## src/rtl/enemy_pkg.sv

```systemverilog
// enemy_pkg: shared state, colour type and helpers for the enemy formation and its sprite ROM
package enemy_pkg;
  typedef enum logic [1:0] {IDLE, MARCH, DOWN, DONE} fsm_t;
  typedef struct packed {
    logic [7:0] r;
    logic [7:0] g;
    logic [7:0] b;
  } rgb_t;
  localparam rgb_t TRANSPARENT = '0;
  function automatic int idx_w(int rows, int cols);
    return (rows * cols > 1) ? $clog2(rows * cols) : 1;
  endfunction
  // Sprite art: transparent one-pixel border, colour ramps in x (red) and y (green) inside.
  function automatic rgb_t sprite_pixel(int sx, int sy, int w, int h);
    if (sx == 0 || sy == 0 || sx == w - 1 || sy == h - 1) return TRANSPARENT;
    return '{r: 8'(sx << 4), g: 8'(sy << 4), b: 8'h80};
  endfunction
endpackage

```

## src/rtl/enemy_sprite_rom.sv

```systemverilog
// enemy_sprite_rom: synchronous-read shared enemy sprite, address = {row, column}
module enemy_sprite_rom import enemy_pkg::*; #(
  parameter int SPRITE_W = 16,
  parameter int SPRITE_H = 16,
  localparam int XW = $clog2(SPRITE_W),
  localparam int YW = $clog2(SPRITE_H)
) (
  input  logic             Clk,
  input  logic [YW+XW-1:0] addr,
  output rgb_t             data
);
  always_ff @(posedge Clk)
    data <= sprite_pixel(int'(addr[XW-1:0]), int'(addr[YW+XW-1:XW]), SPRITE_W, SPRITE_H);
endmodule

```

## src/rtl/enemy_formation.sv

```systemverilog
// enemy_formation: marches and draws a ROWS x COLS enemy grid from one shared sprite ROM.
// Define ENEMY_SPEEDUP_EN to shorten the move divider as the formation thins out.
module enemy_formation import enemy_pkg::*; #(
  parameter int ROWS = 3,
  parameter int COLS = 8,
  parameter int SPRITE_W = 16,
  parameter int SPRITE_H = 16,
  parameter int H_GAP = 8,
  parameter int V_GAP = 8,
  parameter int ORIGIN_X = 64,
  parameter int ORIGIN_Y = 32,
  parameter int STEP_X = 2,
  parameter int STEP_Y = 8,
  parameter int X_MAX = 639,
  parameter int Y_LIMIT = 440,
  parameter int MOVE_DIV = 4
) (
  input  logic       Clk,
  input  logic       Reset_n,
  input  logic       frame_tick,
  input  logic       start,
  input  logic       delete_enemies,
  input  logic       hit,
  input  logic [9:0] DrawX,
  input  logic [9:0] DrawY,
  output logic       enemy_on,
  output logic [7:0] enemy_R,
  output logic [7:0] enemy_G,
  output logic [7:0] enemy_B,
  output logic [7:0] alive_count,
  output logic       cleared,
  output logic       landed
);
  localparam int PX = SPRITE_W + H_GAP;
  localparam int PY = SPRITE_H + V_GAP;
  localparam int N = ROWS * COLS;
  localparam int IW = idx_w(ROWS, COLS);
  localparam int XW = $clog2(SPRITE_W);
  localparam int YW = $clog2(SPRITE_H);
  fsm_t state, state_n;
  logic signed [10:0] fx, fy;
  logic dir;
  logic [7:0] tick_cnt;
  logic [N-1:0] alive;
  logic v1, v2, in_cell;
  logic [IW-1:0] idx1, idx2;
  logic [YW+XW-1:0] addr1;
  rgb_t pix;
  logic active, arm, move, blocked, low_hit;
  int lm, rm, lr, div, rx, ry;

  assign active = state == MARCH || state == DOWN;
  assign arm = start && !delete_enemies && (state == IDLE || state == DONE);
`ifdef ENEMY_SPEEDUP_EN
  assign div = $countones(alive) <= N / 4 ? ((MOVE_DIV >> 2) > 0 ? MOVE_DIV >> 2 : 1) :
               $countones(alive) <= N / 2 ? ((MOVE_DIV >> 1) > 0 ? MOVE_DIV >> 1 : 1) : MOVE_DIV;
`else
  assign div = MOVE_DIV;
`endif
  assign move = active && frame_tick && int'(tick_cnt) >= div - 1;

  // Live extents: edges and landing follow only the columns/rows that still have enemies.
  always_comb begin
    lm = COLS - 1;
    rm = 0;
    lr = 0;
    for (int r = 0; r < ROWS; r++)
      for (int c = 0; c < COLS; c++)
        if (alive[r*COLS+c]) begin
          lm = c < lm ? c : lm;
          rm = c > rm ? c : rm;
          lr = r;
        end
  end

  assign blocked = dir ? int'(fx) + lm * PX - STEP_X < 0
                       : int'(fx) + rm * PX + SPRITE_W - 1 + STEP_X > X_MAX;
  assign low_hit = |alive && int'(fy) + lr * PY + SPRITE_H >= Y_LIMIT;

  always_ff @(posedge Clk or negedge Reset_n)
    if (!Reset_n) state <= IDLE;
    else state <= state_n;

  always_comb begin
    state_n = state;
    if (delete_enemies) state_n = DONE;
    else if (arm) state_n = MARCH;
    else if (active && (cleared || landed)) state_n = DONE;
    else if (move) state_n = state == MARCH && blocked ? DOWN : MARCH;
  end

  always_ff @(posedge Clk or negedge Reset_n)
    if (!Reset_n) begin
      fx <= 11'(ORIGIN_X);
      fy <= 11'(ORIGIN_Y);
      dir <= 1'b0;
      tick_cnt <= '0;
      alive <= '0;
      alive_count <= '0;
      cleared <= 1'b0;
      landed <= 1'b0;
    end else begin
      alive_count <= 8'($countones(alive));
      if (delete_enemies) begin
        alive <= '0;
        cleared <= 1'b1;
      end else if (arm) begin
        fx <= 11'(ORIGIN_X);
        fy <= 11'(ORIGIN_Y);
        dir <= 1'b0;
        tick_cnt <= '0;
        alive <= '1;
        cleared <= 1'b0;
        landed <= 1'b0;
      end else begin
        if (hit && enemy_on) alive[idx2] <= 1'b0;
        if (active && frame_tick) tick_cnt <= move ? '0 : tick_cnt + 8'd1;
        if (move && state == DOWN) begin
          fy <= fy + 11'(STEP_Y);
          dir <= ~dir;
        end else if (move && !blocked) fx <= dir ? fx - 11'(STEP_X) : fx + 11'(STEP_X);
        if (active && alive == '0) cleared <= 1'b1;
        if (active && low_hit) landed <= 1'b1;
      end
    end

  always_comb begin
    rx = int'($signed({1'b0, DrawX})) - int'(fx);
    ry = int'($signed({1'b0, DrawY})) - int'(fy);
    in_cell = rx >= 0 && ry >= 0 && rx / PX < COLS && ry / PY < ROWS &&
              rx % PX < SPRITE_W && ry % PY < SPRITE_H;
  end

  // Stage 1 decodes the cell and ROM address; stage 2 carries the index alongside ROM data.
  always_ff @(posedge Clk or negedge Reset_n)
    if (!Reset_n) begin
      v1 <= 1'b0;
      v2 <= 1'b0;
      idx1 <= '0;
      idx2 <= '0;
      addr1 <= '0;
    end else begin
      v1 <= in_cell;
      idx1 <= IW'(ry / PY * COLS + rx / PX);
      addr1 <= {YW'(ry % PY), XW'(rx % PX)};
      v2 <= v1;
      idx2 <= idx1;
    end

  enemy_sprite_rom #(.SPRITE_W(SPRITE_W), .SPRITE_H(SPRITE_H)) rom (
    .Clk(Clk),
    .addr(addr1),
    .data(pix)
  );

  assign enemy_on = v2 && alive[idx2] && pix != TRANSPARENT;
  assign {enemy_R, enemy_G, enemy_B} = enemy_on ? pix : TRANSPARENT;
endmodule

```

## config.mk

```make
export PLATFORM = sky130hd
export DESIGN_NAME = enemy_formation
export DESIGN_NICKNAME = d
export VERILOG_FILES = /design/src/rtl/enemy_pkg.sv /design/src/rtl/enemy_sprite_rom.sv /design/src/rtl/enemy_formation.sv
export SDC_FILE = /design/constraint.sdc
export NUM_CORES = 1
export LEC_CHECK = 0
export CORE_AREA = 2 2 133 135
export DETAILED_ROUTE_END_ITERATION = 8
export DIE_AREA = 0 0 135 137
export GPL_ROUTABILITY_DRIVEN = 0
export PLACE_DENSITY_LB_ADDON = 0.08
export SLEW_MARGIN = 10
export SYNTH_ARGS = -nofsm -noshare
export SYNTH_HDL_FRONTEND = slang
export SYNTH_SLANG_ARGS = --single-unit
```

## constraint.sdc

```tcl
create_clock -name Clk -period 6 [get_ports Clk]
set_input_delay 1.2 -clock Clk [delete_from_list [all_inputs] [get_ports Clk]]
set_output_delay 1.2 -clock Clk [all_outputs]
set_load 0.05 [all_outputs]
```

# Word level (Yosys, flattened, before mapping)
# Index checks and enable logic that the tools add are counted.
[totals] elab_cells=315 in_bits=26 reg_bits=94 output_inout_bits=35
[op_classes] eq_ne=6 add_sub_neg=38 multipliers=3 n_lt_le_gt_ge=57 n_reduce_logical=45 bitwise_logic=4 div=4 muxes=141
[ops] cell="32-bit 2-to-1 mux" n=99
[ops] cell="4-bit by 32-bit > comparator with 1-bit output (first input constant)" n=12
[ops] cell="4-bit by 32-bit less-than comparator with 1-bit output (first input constant)" n=12
[ops] cell="3-bit by 32-bit > comparator with 1-bit output (first input constant)" n=5
[ops] cell="3-bit by 32-bit less-than comparator with 1-bit output (first input constant)" n=5
[ops] cell="24-bit 2-to-1 mux" n=6
[ops] cell="11-bit by 32-bit adder with 32-bit output" n=3
[ops] cell="32-bit by 3-bit multiplier with 29-bit output (second input constant)" n=3
[ops] cell="11-bit 2-to-1 mux" n=6
[ops] cell="32-bit by 6-bit adder with 32-bit output (second input constant)" n=2
[ops] cell="32-bit by 6-bit divider with 32-bit output (second input constant)" n=2
[ops] cell="1-bit by 32-bit > comparator with 1-bit output (first input constant)" n=2
[ops] cell="2-bit by 32-bit > comparator with 1-bit output (first input constant)" n=2
[ops] cell="1-bit by 32-bit less-than comparator with 1-bit output (first input constant)" n=2
[ops] cell="2-bit by 32-bit less-than comparator with 1-bit output (first input constant)" n=2
[ops] cell="32-bit by 6-bit less-than comparator with 1-bit output (second input constant)" n=2
[ops] cell="32-bit by 6-bit remainder unit with 32-bit output (second input constant)" n=2
[ops] cell="32-bit by 3-bit adder with 32-bit output (second input constant)" n=1
[ops] cell="32-bit by 10-bit >= comparator with 1-bit output (second input constant)" n=1
[ops] cell="32-bit by 11-bit > comparator with 1-bit output (second input constant)" n=1
[ops] cell="32-bit by 1-bit less-than comparator with 1-bit output (second input constant)" n=1
[ops] cell="32-bit by 3-bit less-than comparator with 1-bit output (second input constant)" n=1
[ops] cell="32-bit by 5-bit less-than comparator with 1-bit output (second input constant)" n=1
[ops] cell="32-bit by 2-bit subtractor with 32-bit output (second input constant)" n=1
[ops] cell="45 further kinds" n=124

# Longest topological paths before layout
[depth] word_depth=81 depth_mapped=36 ltp_nobuf=34

# By module
# Synthesis repeated with hierarchy kept, for this count alone.
[unflattened] cells_unflattened=1133 area_unflattened_um2=9482.8
[by_module_without_submodules] mod="enemy_formation" area_each_um2=9051.2 cells_each=1085 seq_area_each_um2=2004.4 instances=1
[by_module_without_submodules] mod="enemy_sprite_rom" area_each_um2=431.7 cells_each=48 seq_area_each_um2=180.2 instances=1

# Worst setup path after synthesis
# Ideal clock, no wire load.
[synth_timing] kind="reg-to-reg" startpoint="register alive[7]" endpoint="register fx[7]" path_stages_with_launch=34 t_required_ns=5.905 arrival_ns=5.741 setup_time_ns=0.095 path_slack_ns=0.164 synth_period_minus_slack_ns=5.836 path_buffers=2 cell_sequence="dfrtp_1 nor2_1 nand3_1 nor3_1 a21oi_1 a21o_1 a221o_1 a21oi_1 a32oi_1 o21ai_0 o211a_1 o21ai_0 ha_1 ha_1 ha_1 ha_1 a21o_1 a21o_1 nand2_1 nand2b_1 a21o_1 and2_1 nand2_1 ha_1 nor4b_1 nand4_1 nor3_1 a211oi_1 a31oi_1 and3b_1 clkbuf_1 clkbuf_1 nand2_1 o31ai_1"
[synth_between] elab_chain_cells=60 elab_cells_between_ends=113 cone_classes="add/sub (6); mul (2); order compare (34); mux (67); reduce/logical (4)"
[synth_rtl] item="start: declaration" line="enemy_formation.sv:44" text="logic [N-1:0] alive;"
[synth_rtl] item="start signal: assignment" line="enemy_formation.sv:98" text="alive <= '0;"
[synth_rtl] item="start signal: assignment" line="enemy_formation.sv:105" text="alive <= '0;"
[synth_rtl] item="start signal: assignment" line="enemy_formation.sv:112" text="alive <= '1;"
[synth_rtl] item="32-bit 2-to-1 mux" line="enemy_formation.sv:69" text="if (alive[r*COLS+c]) begin"
[synth_rtl] item="1-bit by 32-bit > comparator with 1-bit output" line="enemy_formation.sv:71" text="rm = c > rm ? c : rm;"
[synth_rtl] item="32-bit 2-to-1 mux" line="enemy_formation.sv:71"
[synth_rtl] item="32-bit 2-to-1 mux" line="enemy_formation.sv:69"
[synth_rtl] item="2-bit by 32-bit > comparator with 1-bit output" line="enemy_formation.sv:71"
[synth_rtl] item="32-bit 2-to-1 mux" line="enemy_formation.sv:71"
[synth_rtl] item="32-bit 2-to-1 mux" line="enemy_formation.sv:69"
[synth_rtl] item="3-bit by 32-bit > comparator with 1-bit output" line="enemy_formation.sv:71"
[synth_rtl] item="[44 not listed]"
[synth_rtl] item="32-bit by 2-bit subtractor with 32-bit output" line="enemy_formation.sv:77" text=": int'(fx) + rm * PX + SPRITE_W - 1 + STEP_X > X_MAX;"
[synth_rtl] item="32-bit by 3-bit adder with 32-bit output" line="enemy_formation.sv:77"
[synth_rtl] item="32-bit by 11-bit > comparator with 1-bit output" line="enemy_formation.sv:77"
[synth_rtl] item="1-bit 2-to-1 mux (*)" line="enemy_formation.sv:76" text="assign blocked = dir ? int'(fx) + lm * PX - STEP_X < 0"
[synth_rtl] item="1-bit zero test (*)" line="enemy_formation.sv:121" text="end else if (move && !blocked) fx <= dir ? fx - 11'(STEP_X) : fx + 11'(STEP_X);"
[synth_rtl] item="1-bit logical AND (*)" line="enemy_formation.sv:121"
[synth_rtl] item="2-bit nonzero test (no source line) (*)"
[synth_rtl] item="3-bit AND reduction (no source line) (*)"
[synth_rtl] item="end signal: assignment" line="enemy_formation.sv:94" text="fx <= 11'(ORIGIN_X);"
[synth_rtl] item="end signal: assignment" line="enemy_formation.sv:108" text="fx <= 11'(ORIGIN_X);"
[synth_rtl] item="end signal: assignment" line="enemy_formation.sv:121"
[synth_rtl] item="end: declaration" line="enemy_formation.sv:41" text="logic signed [10:0] fx, fy;"
# Every way passes the cells marked *; elsewhere a longest branch is shown, timed or not.
# A chain may end at the register's enable or synchronous reset.

# Worst setup path after layout
[layout_timing] startpoint="register alive[2]" endpoint="register fx[1]"
[layout_between] elab_chain_cells=75 elab_cells_between_ends=143 cone_classes="add/sub (6); mul (2); order compare (44); mux (87); reduce/logical (4)"
[layout_rtl] item="2-bit 2-to-1 mux" line="enemy_formation.sv:69"
[layout_rtl] item="3-bit by 32-bit > comparator with 1-bit output" line="enemy_formation.sv:71"
[layout_rtl] item="32-bit 2-to-1 mux" line="enemy_formation.sv:71"
[layout_rtl] item="32-bit 2-to-1 mux" line="enemy_formation.sv:69"
[layout_rtl] item="4-bit by 32-bit > comparator with 1-bit output" line="enemy_formation.sv:71"
[layout_rtl] item="32-bit 2-to-1 mux" line="enemy_formation.sv:71"
[layout_rtl] item="32-bit 2-to-1 mux" line="enemy_formation.sv:69"
[layout_rtl] item="4-bit by 32-bit > comparator with 1-bit output" line="enemy_formation.sv:71"
[layout_rtl] item="[59 not listed]"
[layout_rtl] item="32-bit by 2-bit subtractor with 32-bit output" line="enemy_formation.sv:77"
[layout_rtl] item="32-bit by 3-bit adder with 32-bit output" line="enemy_formation.sv:77"
[layout_rtl] item="32-bit by 11-bit > comparator with 1-bit output" line="enemy_formation.sv:77"
[layout_rtl] item="1-bit 2-to-1 mux (*)" line="enemy_formation.sv:76"
[layout_rtl] item="1-bit zero test (*)" line="enemy_formation.sv:121"
[layout_rtl] item="1-bit logical AND (*)" line="enemy_formation.sv:121"
[layout_rtl] item="2-bit nonzero test (no source line) (*)"
[layout_rtl] item="3-bit AND reduction (no source line) (*)"
# Marked as above.

==> reports/metrics.yaml <==
worst_setup_path:
  arrival_ps: 5970
  critPathKind: "flip-flop to flip-flop"
  timing.rr.end: "fx[1]"
  slowest_delay_ps: 440
  cp_common_cell: "ha_1"
  end_kind: "flip-flop"
  path_max_fanout: 8
  reg2reg_setup_slack_ps: 300
  rr_worst_depth: 32
  critPathLaunchType: "flip-flop"
  r2r_start: "alive[2]"
  cp_slowest_cell: "dfrtp_1"
  cp.required_ps: 6270
flow_run:
  cap_violations: 0
drt:
  drt-initial-drc-count: 545
  dr.pass1.iters: 5
  wl_per_cell_um: 16.3
  wl_met3_um: 691
  routed-wl-met2_um: 11100
  wirelength_um: 22700
  vias: 8121
  drc: 0
  ant_nets: 0
  top_layer: "met4"
  met1_length_um: 10300
  viasPerCell: 5.83
cells_and_area:
  layout-drive-gt1-share: 0.107
  n_fill_cell: 1537
  area_growth_pct: 14.0
  antenna_cells: 0
  nets: 1309
  final_area_sq_um: 10400
  stdcell_count: 1393
  fin_util: 0.612
pwr:
  p_leak_nw: 4.76
  p_switching_mw: 2.39
  vdd_drop_max_mv: 0.941
  p_int_mw: 2.80
  power.share.clock: 0.114
  pwr-share-comb: 0.692
  power.total_mw: 5.19
  switching_share: 0.460
  power.density_nw_per_um2: 497
  pwr-share-seq: 0.194
outcome:
  outcome: "finished, final reports clean"
die:
  rows: 48
  core_sq_um: 17100
  die_area_sq_um: 18500
  initial_core_util: 0.537
  die_y_um: 137
  ios: 61
  die_x_um: 135
cts:
  hold_buffers: 0
  max-clock-path-buffers: 2
  cts_max_level: 3
  cts_made_buffers: 9
  clk_pin_slew_ps: 70
  clk_latency_ps: 340
  cts_root_buf: "clkbuf_16"
  numClockSinks: 89
  cts_tree: "yes"
sta:
  worst_hold_slack_ps: 351
  finalCritPeriodShare: 0.950
  max_freq_mhz: 175
  relSlewSlack: 0.265
  tightest_slew_ps: 1100
  slew_violations: 0
  setup_ws_ps: 300
  skew_ps: 6.54
  period_minus_slack_ps: 5700
  setup_viol: 0
  fin_tns_setup_ps: 0
  hold_viol_final: 0
place:
  place_area_sq_um: 10000
  dp.cells: 1373
  preCtsSetupSlack_ps: 8.13
  port_buffers: 42
  hpwl_um: 17300
logic_synthesis:
  synth.ff_latch_count: 89
  synthFlopType: "dfrtp_1"
  ys_types: 93
  synth_edf_count: 0
  ys_seq_area_frac: 0.239
  syn_area_per_cell_sq_um: 8.39
  synth_cells: 1092
  async_flop_share: 0.899
  syn_area_sq_um: 9160
  synth_warnings: 0
grt:
  grt_pass1_vias: 7724
  grt_first_pass_wirelength_um: 37200
  grt_antenna_before_repair: 0
  grt_max_degree: 81
  grt_usage: 0.247
  overflow: 0
worst_hold_path:
  min_from: "v1"
  holdPathStages: 0
  hold_path_end: "v2"
  hp-class: "flip-flop to flip-flop"
what timing repair did:
item,in CTS,in global routing
setup buffers,0,3
resized for setup,1,18
gates cloned,0,1
pin swaps,0,8
endpoints found under the setup margin,1,14
cell usage in the layout (no fill, tap or decap), types with 10 or more instances in the layout:
master and n:
fa_1 20, conb_1 21, nor2_1 73, clkbuf_16 11, a21o_1 15, a31oi_1 14
ha_1 99, o21ai_0 57, clkdlybuf4s50_1 41, xnor2_1 58, a21oi_1 73, xor2_1 16
and2_1 21, inv_1 87, nand3_1 24, buf_4 50, nand2_1 101, o21a_1 10
dfrtp_1 78, nand2b_1 10, nor3_1 40, nor2b_1 11, nor4_1 15, o31ai_1 11
Yosys cell counts, types with 8 or more instances:
cell type,number,area (sq um)
a21o_1,15,113
a21oi_1,74,370
o31ai_1,11,82.6
ha_1,100,1250
and3_1,8,50.1
o211ai_1,8,60.1
nand4_1,9,56.3
nand2b_1,10,62.6
buf_2,8,40.0
o21a_1,10,75.1
nand3_1,25,125
o21ai_0,61,305
inv_1,87,327
clkbuf_1,24,90.1
a31oi_1,14,87.6
xor2_1,17,149
xnor2_1,58,508
fa_1,20,400
buf_4,18,135
dfrtp_1,78,1950
a211oi_1,10,75.1
nor4_1,15,93.8
mux2i_1,9,90.1
nor2_1,74,278
nor2b_1,11,68.8
dfxtp_1,9,180
nand2_1,101,379
nor3_1,42,210
and2_1,22,138
layer usage:
metal,global-route usage,up-vias
li1,-,4001
met1,0.328,3878
met2,0.424,197
met3,0.0259,45
met4,0.0787,0
met5,0,-
power by group through the flow:
stage,combinational (mW),sequential (mW),clock (mW)
final,3.59,1.01,0.591
after global routing,4.16,1.03,0.626
after CTS,3.60,1.00,0.600
after detailed placement,3.58,1.01,0
after global placement,3.42,1.01,0
after floorplan,2.70,1.01,0
sequential cells by signal, indices dropped and copies added (netlist names), 5 cells and up:
register and flops:
addr1 8, tick_cnt 8, idx2 5, fx 10, alive_count 5, rom.data 9, fy 8, idx1 5
alive 24
worst max-delay path: cells and delay by family, from the launching register on:
| family | cells | cell delay, ps |
|---|---|---|
| fa+ha+maj | 5 | 1320 |
| simple gates | 9 | 1290 |
| compound gates | 16 | 2240 |
| buf+inv | 1 | 150 |
| mux | 1 | 180 |
| flops | 1 | 440 |
how the worst max path moves through the flow:
stage / depth (start not counted) / to / slack, ps / start
after floorplan: 33 / fx[7] / 160 / alive[7]
after global placement: 20 / v1 / 80 / DrawX[1]
after detailed placement: 32 / state[1] / 8 / alive[7]
after CTS: 34 / state[1] / 9 / alive[1]
after global routing: 33 / fx[2] / -50 / alive[1]
final: 32 / fx[1] / 300 / alive[2]
logic make-up after synthesis:
kind of cell,share of synthesized area
simple gates,0.203
compound gates,0.205
buf+inv,0.0667
fa+ha+maj,0.183
flops,0.239
xor+xnor,0.0788
mux,0.0246
other cells,0.000820
cell type report:
class,instances,area [sq um],area share
repair buffers,93,831,0.0796
clock buffers,10,250,0.0240
flip-flops and latches,89,2180,0.209
inverters,88,330,0.0316
clock inverters,6,62.6,0.00599
multi-input cells,882,6500,0.623
well taps,225,282,0.0270
No activity file was read; power rests on OpenSTA's default activity.
